--- config.mk ---
export PLATFORM = sky130hd
export DESIGN_NAME = redmule_w_buffer_ctrl
export DESIGN_NICKNAME = d
export VERILOG_FILES = /design/src/rtl/redmule_w_buffer_ctrl.sv
export SDC_FILE = /design/constraint.sdc
export NUM_CORES = 1
export LEC_CHECK = 0
export CAP_MARGIN = 20
export CORE_ASPECT_RATIO = 1.4
export CORE_MARGIN = 2
export CORE_UTILIZATION = 59
export CTS_BUF_LIST = sky130_fd_sc_hd__clkbuf_16
export CTS_CLUSTER_SIZE = 30
export DETAILED_ROUTE_END_ITERATION = 12
export PLACE_DENSITY = 0.86
export RECOVER_POWER = 25
export SYNTH_ARGS = -nofsm -noshare
export SYNTH_HDL_FRONTEND = slang
export SYNTH_SLANG_ARGS = --single-unit
--- constraint.sdc ---
create_clock -name clk_i -period 5.59 [get_ports clk_i]
set_input_delay 1.118 -clock clk_i [delete_from_list [all_inputs] [get_ports clk_i]]
set_output_delay 1.118 -clock clk_i [all_outputs]
set_load 0.05 [all_outputs]
--- src/rtl/redmule_w_buffer_ctrl.sv ---
// W-buffer sequencer: fills ROWS rows from the W streamer, then replays
// the (elm, col) read-address stream reps times toward the systolic W columns.
module redmule_w_buffer_ctrl #(
    parameter int unsigned ROWS = 4,
    parameter int unsigned COLS = 4,
    parameter int unsigned ELMS = 2,
    parameter int unsigned REPW = 16,
    localparam int unsigned RAW = (ROWS > 1) ? $clog2(ROWS) : 1,
    localparam int unsigned CAW = (COLS > 1) ? $clog2(COLS) : 1,
    localparam int unsigned EAW = (ELMS > 1) ? $clog2(ELMS) : 1
) (
    input  logic                clk_i,
    input  logic                rst_ni,
    input  logic                clear_i,
    input  logic                start_i,
    input  logic [REPW-1:0]     reps_i,
    input  logic                in_valid_i,
    output logic                in_ready_o,
    output logic                write_en_o,
    output logic [RAW-1:0]      write_addr_o,
    input  logic                rd_ready_i,
    output logic                read_en_o,
    output logic [EAW-1:0]      elms_read_addr_o,
    output logic [CAW-1:0]      cols_read_offs_o,
    output logic [ROWS*RAW-1:0] rows_read_addr_o,
    output logic                rdata_valid_o,
    output logic                busy_o,
    output logic                done_o
);

    // The engine's systolic W columns assume a square array.
    if (ROWS != COLS) begin : g_bad_geometry
        $error("redmule_w_buffer_ctrl: ROWS must equal COLS");
    end

    typedef enum logic [1:0] {IDLE, FILL, DRAIN} state_e;

    state_e          state_q, state_d;
    logic [RAW-1:0]  wr_row_q, wr_row_d;
    logic [CAW-1:0]  col_q, col_d;
    logic [EAW-1:0]  elm_q, elm_d;
    logic [REPW-1:0] pass_q, pass_d;
    logic [REPW-1:0] reps_q, reps_d;
    logic            rvalid_q, rvalid_d;
    logic            done_q, done_d;

    logic last_row, last_col, last_elm, last_pass;

    assign last_row  = (wr_row_q == RAW'(ROWS - 1));
    assign last_col  = (col_q == CAW'(COLS - 1));
    assign last_elm  = (elm_q == EAW'(ELMS - 1));
    assign last_pass = (pass_q == reps_q - REPW'(1));

    // Handshake and strobes; a clear cycle suppresses any SCM access.
    assign in_ready_o       = (state_q == FILL) && !clear_i;
    assign write_en_o       = in_valid_i && in_ready_o;
    assign write_addr_o     = wr_row_q;
    assign read_en_o        = (state_q == DRAIN) && rd_ready_i && !clear_i;
    assign elms_read_addr_o = elm_q;
    assign cols_read_offs_o = col_q;
    assign rdata_valid_o    = rvalid_q;
    assign busy_o           = (state_q != IDLE);
    assign done_o           = done_q;

    // Every engine row sources from its own SCM row.
    for (genvar gi = 0; gi < ROWS; gi++) begin : g_rows
        assign rows_read_addr_o[gi*RAW +: RAW] = RAW'(gi);
    end

    // Next-state logic: fill counter, drain (col, elm, pass) counters, completion.
    always_comb begin
        state_d  = state_q;
        wr_row_d = wr_row_q;
        col_d    = col_q;
        elm_d    = elm_q;
        pass_d   = pass_q;
        reps_d   = reps_q;
        rvalid_d = read_en_o;
        done_d   = 1'b0;

        unique case (state_q)
            IDLE: begin
                if (start_i) begin
                    reps_d  = (reps_i == '0) ? REPW'(1) : reps_i;
                    state_d = FILL;
                end
            end
            FILL: begin
                if (write_en_o) begin
                    if (last_row) begin
                        wr_row_d = '0;
                        state_d  = DRAIN;
                    end else begin
                        wr_row_d = wr_row_q + RAW'(1);
                    end
                end
            end
            DRAIN: begin
                if (read_en_o) begin
                    if (!last_col) begin
                        col_d = col_q + CAW'(1);
                    end else begin
                        col_d = '0;
                        if (!last_elm) begin
                            elm_d = elm_q + EAW'(1);
                        end else begin
                            elm_d = '0;
                            if (!last_pass) begin
                                pass_d = pass_q + REPW'(1);
                            end else begin
                                pass_d  = '0;
                                state_d = IDLE;
                                done_d  = 1'b1;
                            end
                        end
                    end
                end
            end
            default: state_d = IDLE;
        endcase

        if (clear_i) begin
            state_d  = IDLE;
            wr_row_d = '0;
            col_d    = '0;
            elm_d    = '0;
            pass_d   = '0;
            reps_d   = '0;
            rvalid_d = 1'b0;
            done_d   = 1'b0;
        end
    end

    // State and counter registers; done is registered to line up with the last rdata.
    always_ff @(posedge clk_i or negedge rst_ni) begin
        if (!rst_ni) begin
            state_q  <= IDLE;
            wr_row_q <= '0;
            col_q    <= '0;
            elm_q    <= '0;
            pass_q   <= '0;
            reps_q   <= '0;
            rvalid_q <= 1'b0;
            done_q   <= 1'b0;
        end else begin
            state_q  <= state_d;
            wr_row_q <= wr_row_d;
            col_q    <= col_d;
            elm_q    <= elm_d;
            pass_q   <= pass_d;
            reps_q   <= reps_d;
            rvalid_q <= rvalid_d;
            done_q   <= done_d;
        end
    end

endmodule
==> results of run 1 <==
## flip-flops by register name, summed over array words and instances, names as in the netlist
name	count
cols_read_offs_o	2
done_o	1
elms_read_addr_o	1
pass_q	16
rdata_valid_o	1
reps_q	16
state_q	2
write_addr_o	2
## per-layer routing
layer,track usage,share of wire
met4,0.145,0.045
met1,0.359,0.40
met5,0,0
met3,0.0401,0.050
met2,0.411,0.50
## power by group through the flow
stage                     clock network (W)  registers (W)  logic, W
after floorplan                           0       0.000324  0.000112
after global placement                    0       0.000326  0.000150
after CTS                          0.000329       0.000322  0.000154
after global routing               0.000339       0.000324  0.000171
final                              0.000327       0.000322  0.000156
after detailed placement                  0       0.000327  0.000152
## layout make-up
class / count / area [um^2]
multi-input combinational: 239 / 1530
fill: 326 / 1290
sequential: 41 / 1030
timing repair buffer: 35 / 337
clock buffer: 5 / 125
tap: 62 / 77.6
clock inverter: 3 / 41.3
inverter: 10 / 37.5
## cell families after synthesis
group	Yosys count	synth area share
AO/OA/AOI/OAI	63	0.169
buffers and inverters	37	0.0682
multiplexers	5	0.0184
AND/OR/NAND/NOR	140	0.284
XOR/XNOR	19	0.0613
flip-flops	41	0.378
adder cells (fa/ha/maj)	4	0.0184
other	2	0.00277
## worst max-delay path, delay by kind of cell
| kind | cells | cell delay [ns] |
|---|---|---|
| buffers and inverters | 3 | 1.50 |
| and+or+nand+nor | 2 | 0.61 |
## placed cells by master, fill, tap and decap left out, types with 7 or more instances in the layout
cell,n
nor2_1,16
clkdlybuf4s50_1,31
nand4_1,12
a22o_1,16
conb_1,8
nor4_1,7
xor2_1,7
a31oi_1,8
nand3_1,17
a21oi_1,10
nand2_1,37
dfrtp_1,41
inv_1,10
xnor2_1,12
## metrics by stage
| stage | instance area, um^2 | cells |
|---|---|---|
| after floorplan | 2740 | 317 |
| after global placement | 2990 | 385 |
| after detailed placement | 2990 | 385 |
| after CTS | 3160 | 393 |
| after global routing | 3170 | 395 |
| final | 3170 | 395 |
## how the worst min path moves through the flow
stage                           startpoint                           to  slack (ns)  cells past startpoint
2_1_floorplan       reps_q[15]$_DFFE_PN0P_       reps_q[15]$_DFFE_PN0P_        0.49                      1
3_3_place_gp        reps_q[15]$_DFFE_PN0P_       reps_q[15]$_DFFE_PN0P_        0.51                      1
3_5_place_dp   write_addr_o[0]$_DFFE_PN0P_  write_addr_o[0]$_DFFE_PN0P_        0.52                      1
4_1_cts        write_addr_o[0]$_DFFE_PN0P_  write_addr_o[0]$_DFFE_PN0P_        0.53                      1
5_1_grt             reps_q[15]$_DFFE_PN0P_       reps_q[15]$_DFFE_PN0P_        0.55                      1
6_report       write_addr_o[0]$_DFFE_PN0P_  write_addr_o[0]$_DFFE_PN0P_        0.53                      1
==> results.cfg, run 1 <==
[run_status]
status = finished, violations left
failed_checks = max-capacitance violations, max-slew violations

[cts]
tritoncts = done
cts_inserted_buffers = 5
clock_latency_ns = 0.28
clkSlewWorstSetupHoldPaths_ns = 0.06
cts.htree.levels = 2
cts_sinks = 41
post_cts_buffers = 0
cts-resized-gates = 0
cts_root_buffer = clkbuf_16
clockBufferDepth = 2
hold_buffers = 0

[routing]
viasPerCell = 6.25
first_pass_iters = 4
drcViolationCount = 0
via_count = 2470
routed_wl_um = 6430
drtIter0Drc = 101
ant_nets = 0
wl_per_cell_um = 16.3

[sta]
setup_viol = 0
fmax_ghz = 0.230
rsz0062_at_grt = false
finalCritPeriodShare = 0.778
final-hold-violation-count = 0
finalClockSkew_ns = 0.00651
holdWs_ns = 0.531
fin_crit_ns = 4.35
tns_ns = 0
setup_slack_ns = 1.24
relSlewSlack = -0.465
worst_pin_slew_ns = 2.20
maxSlewViolCount = 42

[pwr]
p_sw_frac = 0.281
power_frac_clock = 0.406
internal_power_w = 0.000579
p_comb_frac = 0.194
power_density_mw_per_mm2 = 254
total_power_w = 0.000805
ir_worst_vdd_v = 0.000201
power_switching_w = 0.000226
p_leak_nw = 1.34
seqPwrFrac = 0.400

[global_routing]
grt_pass1_wl_um = 10600
antenna_found_initial = 0
grt_max_degree = 42
grt_use_total = 0.269
first_global_vias = 2274
grt_overflow = 0

[worst_setup_path]
worstReg2RegStart = reps_q[3]$_DFFE_PN0P_
cp_slowest_stage_delay_ns = 0.80
crit_top_cell = clkdlybuf4s50_1
cpMaxStageDelayCell = clkdlybuf4s50_1
critPathRequiredTime_ns = 4.47
setup.worst_path.end_class = primary output
crit_type = input port to primary output
cp_max_fo = 11
path_cells = clkdlybuf4s50_1 -> nor3b_1 -> nand2_1 -> inv_1 -> clkdlybuf4s50_1
crit_path_end = write_en_o
startpoint_type = input port
critPathArrivalTime_ns = 3.23
worstRegToRegCells = 7
regToRegSetupSlack_ns = 2.27
r2r_end = pass_q[10]$_DFFE_PN0P_
setup.worst_path.start = clear_i

[synthesis]
yosysTopAreaCellShare = 0.378
async_flop_share = 1.00
synth_largest_area_cell = dfrtp_1
synth_edf_count = 0
avgSynthCellArea_um2 = 8.73
synth.cell_area_mm2 = 0.00272
synth_most_common_cell = dfrtp_1
yosysWarnings = 0
synthTopCellsByCount = dfrtp_1 (41), nand2_1 (37), nand3_1 (17)
synth_seq_area_share = 0.378
synth_cells = 311
yosys-top-cells-area = dfrtp_1 (38%), a22o_1 (5.2%), nand2_1 (5.1%), xnor2_1 (3.9%), nand3_1 (3.1%)
yosys.cell_types.count = 53
yosys_register_bits = 41
ys.flop_type = dfrtp_1

[die]
die-area_mm2 = 0.00517
core_mm2 = 0.00446
rows = 29
die-height_um = 84.3
initial_utilization = 0.608
io_pins = 41
die_w_um = 61.3

[placement]
gp_congestion = 0.938
hpwl_um = 4540
place_ws_ns = 1.25
port_buffers = 32

[cells_and_area]
n_antenna_cell = 0
nNetsFinal = 358
drive_above_1_share = 0.0420
utilization = 0.710
area_delta_synth_final_pct = 16.8

[worst_hold_path]
worst_hold_path_type = flip-flop to flip-flop

[flow_run]
cap_violations = 1
(Power assumes the default switching activity.)
==> run 2, diff against run 1 <==
--- a/config.mk
+++ b/config.mk
@@ -8,11 +8,11 @@
 export CAP_MARGIN = 20
 export CORE_ASPECT_RATIO = 1.4
 export CORE_MARGIN = 2
-export CORE_UTILIZATION = 59
+export CORE_UTILIZATION = 49
 export CTS_BUF_LIST = sky130_fd_sc_hd__clkbuf_16
 export CTS_CLUSTER_SIZE = 30
 export DETAILED_ROUTE_END_ITERATION = 12
-export PLACE_DENSITY = 0.86
+export PLACE_DENSITY = 0.76
 export RECOVER_POWER = 25
 export SYNTH_ARGS = -nofsm -noshare
 export SYNTH_HDL_FRONTEND = slang
==> constraint.sdc (replaced) <==
create_clock -name clk_i -period 3.6 [get_ports clk_i]
set_input_delay 0.72 -clock clk_i [delete_from_list [all_inputs] [get_ports clk_i]]
set_output_delay 0.72 -clock clk_i [all_outputs]
set_load 0.05 [all_outputs]
==> results.cfg, run 2 (synthesis results as in run 1) <==
[routing]
via_count = 2456
drtIter0Drc = 162
first_pass_iters = 4
routed_wl_um = 6540
ant_nets = 0
viasPerCell = 6.08
drcViolationCount = 0
wl_per_cell_um = 16.2

[global_routing]
grt-busiest-layer = met2
grt_max_degree = 42
use_met3 = 0.0294
grt.met1_usage = 0.266
met2_usage = 0.416
antenna_found_initial = 0
grt_pass1_wl_um = 10900
grt_overflow = 0
grt_use_total = 0.231
first_global_vias = 2353

[sta]
rsz0062_at_grt = false
fin_crit_ns = 3.25
relSlewSlack = -0.451
maxSlewViolCount = 42
worst_pin_slew_ns = 2.18
setup_viol = 0
finalClockSkew_ns = 0.00361
fmax_ghz = 0.308
final-hold-violation-count = 0
finalCritPeriodShare = 0.902
tns_ns = 0

[worst_setup_path]
startpoint_type = flip-flop
setup.worst_path.end_class = flip-flop
critPathArrivalTime_ns = 3.38
crit_type = flip-flop to flip-flop
cp_max_fo = 22
critPathRequiredTime_ns = 3.74

[pwr]
ir_worst_vdd_v = 0.000305
p_sw_frac = 0.275
power_density_mw_per_mm2 = 388
p_leak_nw = 1.37
power_frac_clock = 0.399
power_switching_w = 0.000343
internal_power_w = 0.000902
p_comb_frac = 0.200
seqPwrFrac = 0.401

[run_status]
status = finished, violations left
failed_checks = max-capacitance violations, max-slew violations

[worst_hold_path]
worst_hold_path_type = flip-flop to flip-flop

[die]
rows = 32
die-height_um = 92.1
die_w_um = 66.9
core_mm2 = 0.00545
initial_utilization = 0.499
io_pins = 41
die-area_mm2 = 0.00616

[cts]
post_cts_buffers = 0
tritoncts = done
cts-resized-gates = 0
hold_buffers = 0
clock_latency_ns = 0.28
cts_sinks = 41
cts_root_buffer = clkbuf_16
clockBufferDepth = 2
cts.htree.levels = 2
cts_inserted_buffers = 5
clkSlewWorstSetupHoldPaths_ns = 0.06

[cells_and_area]
layout_common_cells = dfrtp_1 (41), nand2_1 (37), clkdlybuf4s50_1 (30)
multi_input_area_mm2 = 0.00153
seq_area_mm2 = 0.00103
n_antenna_cell = 0
utilization = 0.588
fillerInstances = 516
final_common_cell = dfrtp_1
nNetsFinal = 362
biggestRegsByFlops = pass_q x16, reps_q x16
area_delta_synth_final_pct = 18.0
drive_above_1_share = 0.0595

[placement]
port_buffers = 32
gp_congestion = 0.982
hpwl_um = 4800

[flow_run]
cap_violations = 1
[run 2: cell count changes in the layout (fill, tap and decap cells not counted)]
cell             previous run  this run
buf_4                       3         8
clkdlybuf4s50_1            31        30
clkinv_1                    1         0
clkinv_2                    0         1
clkinvlp_4                  1         0
nor3b_1                     5         4
nor3b_2                     0         1
[run 2: worst paths after layout]
| path | start | endpoint | slack (ns) | cells after the start |
|---|---|---|---|---|
| max reg2reg | reps_q[3]$_DFFE_PN0P_ | pass_q[10]$_DFFE_PN0P_ | 0.35 | 7 |
| min | write_addr_o[0]$_DFFE_PN0P_ | write_addr_o[0]$_DFFE_PN0P_ | 0.54 | 1 |
| min in group asynchronous | rst_ni | cols_read_offs_o[1]$_DFFE_PN0P_ | 1.07 | 1 |
| max in group asynchronous | rst_ni | reps_q[2]$_DFFE_PN0P_ | 1.28 | 1 |
| max | reps_q[3]$_DFFE_PN0P_ | pass_q[10]$_DFFE_PN0P_ | 0.35 | 7 |
| min reg2reg | write_addr_o[0]$_DFFE_PN0P_ | write_addr_o[0]$_DFFE_PN0P_ | 0.54 | 1 |
[run 2: layer usage]
metal | vias to the layer above | part of all wire
met5 | - | 0
met4 | 0 | 0.034
met3 | 19 | 0.038
met2 | 69 | 0.53
met1 | 1187 | 0.40
li1 | 1181 | -
[run 2: cell type report]
class / count / share of cell area
repair buffers: 39 / 0.114
inverters: 10 / 0.0117
clock buffers: 5 / 0.0390
flip-flops and latches: 41 / 0.320
well taps: 68 / 0.0266
multi-input cells: 239 / 0.478
clock inverters: 2 / 0.0109
[run 2: power groups by stage]
stage	Sequential [W]	Clock (W)	Combinational [W]
after floorplan	0.000503	0	0.000175
after global placement	0.000506	0	0.000244
after detailed placement	0.000507	0	0.000246
after CTS	0.000499	0.000505	0.000247
after global routing	0.000501	0.000523	0.000271
final	0.000499	0.000497	0.000249
[run 2: through the flow]
| step | instances | total power [W] | hold WS [ns] | cell area, um^2 | worst slack [ns] |
|---|---|---|---|---|---|
| 5_1_grt | 404 | 0.00130 | 0.555 | 3200 | 0.179 |
| 2_1_floorplan | 317 | 0.000678 | 0.424 | 2740 | 0.624 |
| 3_3_place_gp | 396 | 0.000750 | 0.520 | 3040 | 0.446 |
| 3_5_place_dp | 396 | 0.000753 | 0.522 | 3040 | 0.369 |
| 6_report | 404 | 0.00124 | 0.535 | 3200 | 0.351 |
| 4_1_cts | 403 | 0.00125 | 0.536 | 3200 | 0.381 |
[run 2: critical path: stages, from the launching register on]
cell and delay [ns]:
dfrtp_1 0.47, nor4_4 0.61, nand3_1 0.17, xnor2_1 0.18
or4b_1 0.52, or4_4 0.69, nand2_1 0.29, o311ai_0 0.17
